`src/rtl/inst_sram_pkg.sv`:
```
// Shared encodings for the SRAM-like instruction bus responder: FSM states,
// queue entry layout and transfer-size codes.
package inst_sram_pkg;

    typedef enum logic [1:0] {
        ST_IDLE  = 2'd0,
        ST_WAIT  = 2'd1,
        ST_ISSUE = 2'd2,
        ST_RESP  = 2'd3
    } resp_state_e;

    localparam int WR_W     = 1;
    localparam int SIZE_W   = 2;
    localparam int WSTRB_W  = 4;
    localparam int WDATA_OFF = 0;

    localparam logic [1:0] SIZE_BYTE = 2'd0;
    localparam logic [1:0] SIZE_HALF = 2'd1;
    localparam logic [1:0] SIZE_WORD = 2'd2;

    // Entry is packed MSB-first as {wr, size, wstrb, addr, wdata}.
    function automatic int entry_width(input int addr_w, input int data_w);
        return WR_W + SIZE_W + WSTRB_W + addr_w + data_w;
    endfunction

    function automatic int addr_off(input int data_w);
        return WDATA_OFF + data_w;
    endfunction

    function automatic int wstrb_off(input int addr_w, input int data_w);
        return addr_off(data_w) + addr_w;
    endfunction

    function automatic int size_off(input int addr_w, input int data_w);
        return wstrb_off(addr_w, data_w) + WSTRB_W;
    endfunction

    function automatic int wr_off(input int addr_w, input int data_w);
        return size_off(addr_w, data_w) + SIZE_W;
    endfunction

endpackage

```
`src/rtl/inst_sram_like_responder_fifo.sv`:
```
// resp_req_fifo: generic DEPTH x W synchronous FIFO with a combinational head,
// used as the outstanding-request queue of the responder.
module resp_req_fifo #(
    parameter int W     = 8,
    parameter int DEPTH = 2
) (
    input  logic                     clk,
    input  logic                     rst_n,
    input  logic                     push,
    input  logic [W-1:0]             push_data,
    input  logic                     pop,
    output logic [W-1:0]             head,
    output logic                     full,
    output logic                     empty,
    output logic [$clog2(DEPTH):0]   count
);

    localparam int PW = $clog2(DEPTH);
    localparam int CW = PW + 1;

    logic [W-1:0]  mem [DEPTH];
    logic [PW-1:0] wr_ptr;
    logic [PW-1:0] rd_ptr;
    logic [CW-1:0] cnt;
    logic          do_push;
    logic          do_pop;

    assign full    = (cnt == CW'(DEPTH));
    assign empty   = (cnt == '0);
    assign count   = cnt;
    assign head    = mem[rd_ptr];
    assign do_push = push && !full;
    assign do_pop  = pop && !empty;

    // DEPTH is a power of two, so the pointers wrap by plain overflow.
    always_ff @(posedge clk or negedge rst_n) begin
        if (!rst_n) begin
            wr_ptr <= '0;
            rd_ptr <= '0;
            cnt    <= '0;
        end else begin
            if (do_push) wr_ptr <= wr_ptr + PW'(1);
            if (do_pop)  rd_ptr <= rd_ptr + PW'(1);
            cnt <= cnt + {{(CW-1){1'b0}}, do_push} - {{(CW-1){1'b0}}, do_pop};
        end
    end

    always_ff @(posedge clk) begin
        if (do_push) mem[wr_ptr] <= push_data;
    end

endmodule

```
`src/rtl/inst_sram_like_responder.sv`:
```
// Responder end of the SRAM-like instruction bus: queues requests and serves them
// in order from a 1-cycle synchronous memory. Optional: INST_SRAM_RESP_RANDOM_DELAY_EN.
module inst_sram_like_responder
    import inst_sram_pkg::*;
#(
    parameter int ADDR_W = 32,
    parameter int DATA_W = 32,
    parameter int DEPTH  = 2,
    parameter int DELAY  = 0,
    parameter int MEM_AW = 14
) (
    input  logic              clk,
    input  logic              rst_n,
    input  logic              inst_sram_req_i,
    input  logic              inst_sram_wr_i,
    input  logic [1:0]        inst_sram_size_i,
    input  logic [3:0]        inst_sram_wstrb_i,
    input  logic [ADDR_W-1:0] inst_sram_addr_i,
    input  logic [DATA_W-1:0] inst_sram_wdata_i,
    output logic              inst_sram_addr_ok_o,
    output logic              inst_sram_data_ok_o,
    output logic [DATA_W-1:0] inst_sram_rdata_o,
    output logic              mem_en_o,
    output logic [3:0]        mem_we_o,
    output logic [MEM_AW-1:0] mem_addr_o,
    output logic [DATA_W-1:0] mem_wdata_o,
    input  logic [DATA_W-1:0] mem_rdata_i,
    output logic [1:0]        dbg_state_o
);

    localparam int EW        = entry_width(ADDR_W, DATA_W);
    localparam int ADDR_OFF  = addr_off(DATA_W);
    localparam int WSTRB_OFF = wstrb_off(ADDR_W, DATA_W);
    localparam int SIZE_OFF  = size_off(ADDR_W, DATA_W);
    localparam int WR_OFF    = wr_off(ADDR_W, DATA_W);
    localparam int CW        = $clog2(DEPTH) + 1;
    localparam int DW        = $clog2(DELAY + 4) + 1;

    resp_state_e       state;
    logic [DW-1:0]     dcnt;
    logic [DW-1:0]     eff_delay;
    logic [EW-1:0]     push_entry;
    logic [EW-1:0]     head;
    logic              full;
    logic              empty;
    logic [CW-1:0]     count;
    logic              push_req;
    logic              pop_req;
    logic              have_work;
    logic              head_wr;
    logic [1:0]        head_size;
    logic [3:0]        head_wstrb;
    logic [ADDR_W-1:0] head_addr;
    logic [DATA_W-1:0] head_wdata;
    logic              unused_ok;

    // Handshake: a request transfers on any cycle where req_i and addr_ok_o are
    // both 1; addr_ok_o depends only on queue occupancy, never on req_i. Each
    // transfer earns exactly one data_ok_o pulse, in transfer order.
    assign inst_sram_addr_ok_o = !full;
    assign push_req   = inst_sram_req_i && inst_sram_addr_ok_o;
    assign pop_req    = (state == ST_RESP);
    assign push_entry = {inst_sram_wr_i, inst_sram_size_i, inst_sram_wstrb_i,
                         inst_sram_addr_i, inst_sram_wdata_i};

    resp_req_fifo #(
        .W     (EW),
        .DEPTH (DEPTH)
    ) u_fifo (
        .clk       (clk),
        .rst_n     (rst_n),
        .push      (push_req),
        .push_data (push_entry),
        .pop       (pop_req),
        .head      (head),
        .full      (full),
        .empty     (empty),
        .count     (count)
    );

    assign head_wr    = head[WR_OFF];
    assign head_size  = head[SIZE_OFF +: SIZE_W];
    assign head_wstrb = head[WSTRB_OFF +: WSTRB_W];
    assign head_addr  = head[ADDR_OFF +: ADDR_W];
    assign head_wdata = head[WDATA_OFF +: DATA_W];
    assign unused_ok  = ^{head_size, head_addr[1:0], head_addr[ADDR_W-1:MEM_AW+2]};

`ifdef INST_SRAM_RESP_RANDOM_DELAY_EN
    logic [7:0] lfsr;

    always_ff @(posedge clk or negedge rst_n) begin
        if (!rst_n) lfsr <= 8'hA5;
        else        lfsr <= {lfsr[6:0], lfsr[7] ^ lfsr[5] ^ lfsr[4] ^ lfsr[3]};
    end

    assign eff_delay = DW'(DELAY) + DW'(lfsr[1:0]);
`else
    assign eff_delay = DW'(DELAY);
`endif

    // In RESP the head is leaving, so work remains only if another entry is
    // queued behind it or one is arriving on this same edge.
    assign have_work = (state == ST_RESP) ? ((count > CW'(1)) || push_req) : !empty;

    always_ff @(posedge clk or negedge rst_n) begin
        if (!rst_n) begin
            state <= ST_IDLE;
            dcnt  <= '0;
        end else begin
            case (state)
                ST_IDLE, ST_RESP: begin
                    if (have_work) begin
                        if (eff_delay != '0) begin
                            state <= ST_WAIT;
                            dcnt  <= eff_delay - DW'(1);
                        end else begin
                            state <= ST_ISSUE;
                        end
                    end else begin
                        state <= ST_IDLE;
                    end
                end
                ST_WAIT: begin
                    if (dcnt == '0) state <= ST_ISSUE;
                    else            dcnt  <= dcnt - DW'(1);
                end
                ST_ISSUE: state <= ST_RESP;
                default:  state <= ST_IDLE;
            endcase
        end
    end

    assign mem_en_o            = (state == ST_ISSUE);
    assign mem_we_o            = (state == ST_ISSUE && head_wr) ? head_wstrb : 4'b0000;
    assign mem_addr_o          = head_addr[MEM_AW+1:2];
    assign mem_wdata_o         = head_wdata;
    assign inst_sram_data_ok_o = (state == ST_RESP);
    assign inst_sram_rdata_o   = (state == ST_RESP && !head_wr) ? mem_rdata_i : '0;
    assign dbg_state_o         = state;

endmodule

```
`config.mk`:
```
export PLATFORM = sky130hd
export DESIGN_NAME = inst_sram_like_responder
export DESIGN_NICKNAME = d
export VERILOG_FILES = /design/src/rtl/inst_sram_pkg.sv /design/src/rtl/inst_sram_like_responder_fifo.sv /design/src/rtl/inst_sram_like_responder.sv
export SDC_FILE = /design/constraint.sdc
export NUM_CORES = 1
export LEC_CHECK = 0
export ABC_AREA = 1
export ABC_CLOCK_PERIOD_IN_PS = 4600
export CAP_MARGIN = 20
export CORE_MARGIN = 1.5
export CORE_UTILIZATION = 48
export CTS_BUF_LIST = sky130_fd_sc_hd__clkbuf_8
export CTS_CLUSTER_DIAMETER = 30
export CTS_CLUSTER_SIZE = 25
export DETAILED_ROUTE_END_ITERATION = 12
export HOLD_SLACK_MARGIN = 0.12
export PLACE_DENSITY = 0.88
export SLEW_MARGIN = 20
export SYNTH_ARGS = -nofsm -noshare
export SYNTH_HDL_FRONTEND = slang
export SYNTH_HIERARCHICAL = 1
export SYNTH_SLANG_ARGS = --single-unit
```
`constraint.sdc`:
```
create_clock -name clk -period 4.6 [get_ports clk]
set_input_delay 0.46 -clock clk [delete_from_list [all_inputs] [get_ports clk]]
set_output_delay 0.46 -clock clk [all_outputs]
set_load 0.1 [all_outputs]
```
==> results_dict.tcl <==
set metrics [dict create \
    tritoncts.num_buffers 9 \
    slowest_delay_ps 1150 \
    rsz0062_at_grt "no" \
    dr.pass1.iters 4 \
    drt-vias-per-instance 4.62 \
    grt_pass1_vias 3336 \
    grt_pass1_wl_um 14800 \
    tightest_slew_ps 1010 \
    drcViolationCount 0 \
    crit_chain "buf_4 > nand2_1 > nand2_1 > nand2_1 > nor2_1 > clkdlybuf4s50_1" \
    place_ws_ps 1600 \
    routed_wl_um 9750 \
    area_growth_pct 39.9 \
    cp_top_family "buffers and inverters" \
    end_kind "output port" \
    start_util_pct 49.8 \
    mostFrequentLayoutCells "nand2_1, clkdlybuf4s50_1, edfxtp_1" \
    place_area_um2 6310 \
    die-area_um2 10300 \
    clk_latency_ps 360 \
    syn_nets 531 \
    place.port_buffers 172 \
    cp_max_fo 52 \
    critPathBufInv 2 \
    syn_area_um2 4640 \
    final_common_cell "nand2_1" \
    path_class "flip-flop to output port" \
    layout_setup_ws_ps 1240 \
    hold_violations 0 \
    grt_max_degree 53 \
    drtIter0Drc 101 \
    status "finished clean" \
    rows 35 \
    ant_nets 0 \
    worstPathArrival_ps 2900 \
    slew_viol_final 0 \
    cts_resized 0 \
    num_vias 3325 \
    finalInstanceArea_um2 6490 \
    avgRoutedWirePerCell_um 13.6 \
    core_area_um2 9330 \
    fin_crit_ps 3360 \
    finalNonFillerCells 719 \
    groute.usage.overall_pct 18.9 \
    setup_viol 0 \
    cap_violations 0 \
    max_freq_mhz 297 \
    crit_top_cell "nand2_1" \
    htreeDepth 3 \
    cts_buffer_depth 2 \
    slowest_stage "clkdlybuf4s50_1" \
    cts_setup_buffers 0 \
    worst_setup_path_start_kind "flip-flop" \
    antenna_cells 0 \
    dp_hpwl_um 6770 \
    setup_tns_ps 0 \
    io_pins 193 \
    avgSynthCellArea_um2 11.1 \
    clk_pin_slew_worst_paths_ps 100 \
    antenna_found_initial 0 \
    clock_sinks 111 \
    relSlewSlack_pct 32.5 \
    root_buffer "clkbuf_8" \
    tritoncts "yes" \
    netlist_instances 418 \
    postCtsHoldBufs 0 \
    required_ps 4140 \
    drive_gt1_share_pct 10.8 \
    placed_cells 703 \
    period_share_pct 73.1 \
    chipHeight_um 101 \
    nets 698 \
    hp-class "input pin to async pin" \
    yosysWarnings 6 \
    final.setup_skew_ps 16.9 \
    gp_congestion 0.735 \
    globalRouteOverflowTotal 0 \
    chipWidth_um 101 \
]
## worst paths after layout
| path | from | cells past startpoint | end | slack, ps |
|---|---|---|---|---|
| max | u_fifo/rd_ptr | 6 | mem_we_o[3] | 1240 |
| min | rst_n | 1 | u_fifo/rd_ptr | 400 |
| max reg2reg | u_fifo/count[0] | 9 | u_fifo/mem[1][0] | 2260 |
| min reg2reg | dcnt[0] | 1 | dcnt[0] | 480 |
| max in group asynchronous | rst_n | 1 | u_fifo/rd_ptr | 3880 |
| min in group clk | dcnt[0] | 1 | dcnt[0] | 480 |
## sequential cells by signal (all words and copies together) (netlist names)
name and flops:
dbg_state_o 2, dcnt 3, u_fifo/count 2, u_fifo/mem 102, u_fifo/rd_ptr 1, u_fifo/wr_ptr 1
## worst reg2reg max path, stage by stage, from the launching register on
cell	delay [ps]
dfrtp_1	370
inv_1	70
nand2_1	100
inv_1	40
inv_1	60
nand2_1	70
inv_1	70
nand2_1	120
nor2_4	650
buf_4	480
## layer usage
layer  vias up  part of all wire (%)  GRT usage [%]
met5         -                     0              0
met4         0                   2.0           8.01
met3        15                   8.9           5.18
met2       147                    51           34.1
met1      1527                    38           21.2
li1       1636                     -              -
## per-stage QoR
| step | hold slack (ps) | util, % |
|---|---|---|
| detailed placement | 462 | 67.6 |
| floorplan | 164 | - |
| global placement | 453 | 67.6 |
| finish | 403 | 69.6 |
| global route | 424 | 69.6 |
| CTS | 405 | 69.6 |
## area by class of cell
class                   instances  area, um2
multi-input cells             231        977
well taps                     129        161
repair buffers                174       1660
fillers                       664       2830
clock inverters                 7       62.6
flip-flops and latches        111       3290
inverters                      58        224
clock buffers                   9        124
Power is not shown: default switching activity piles up to over one toggle a cycle in this logic, so the estimate is an artifact.
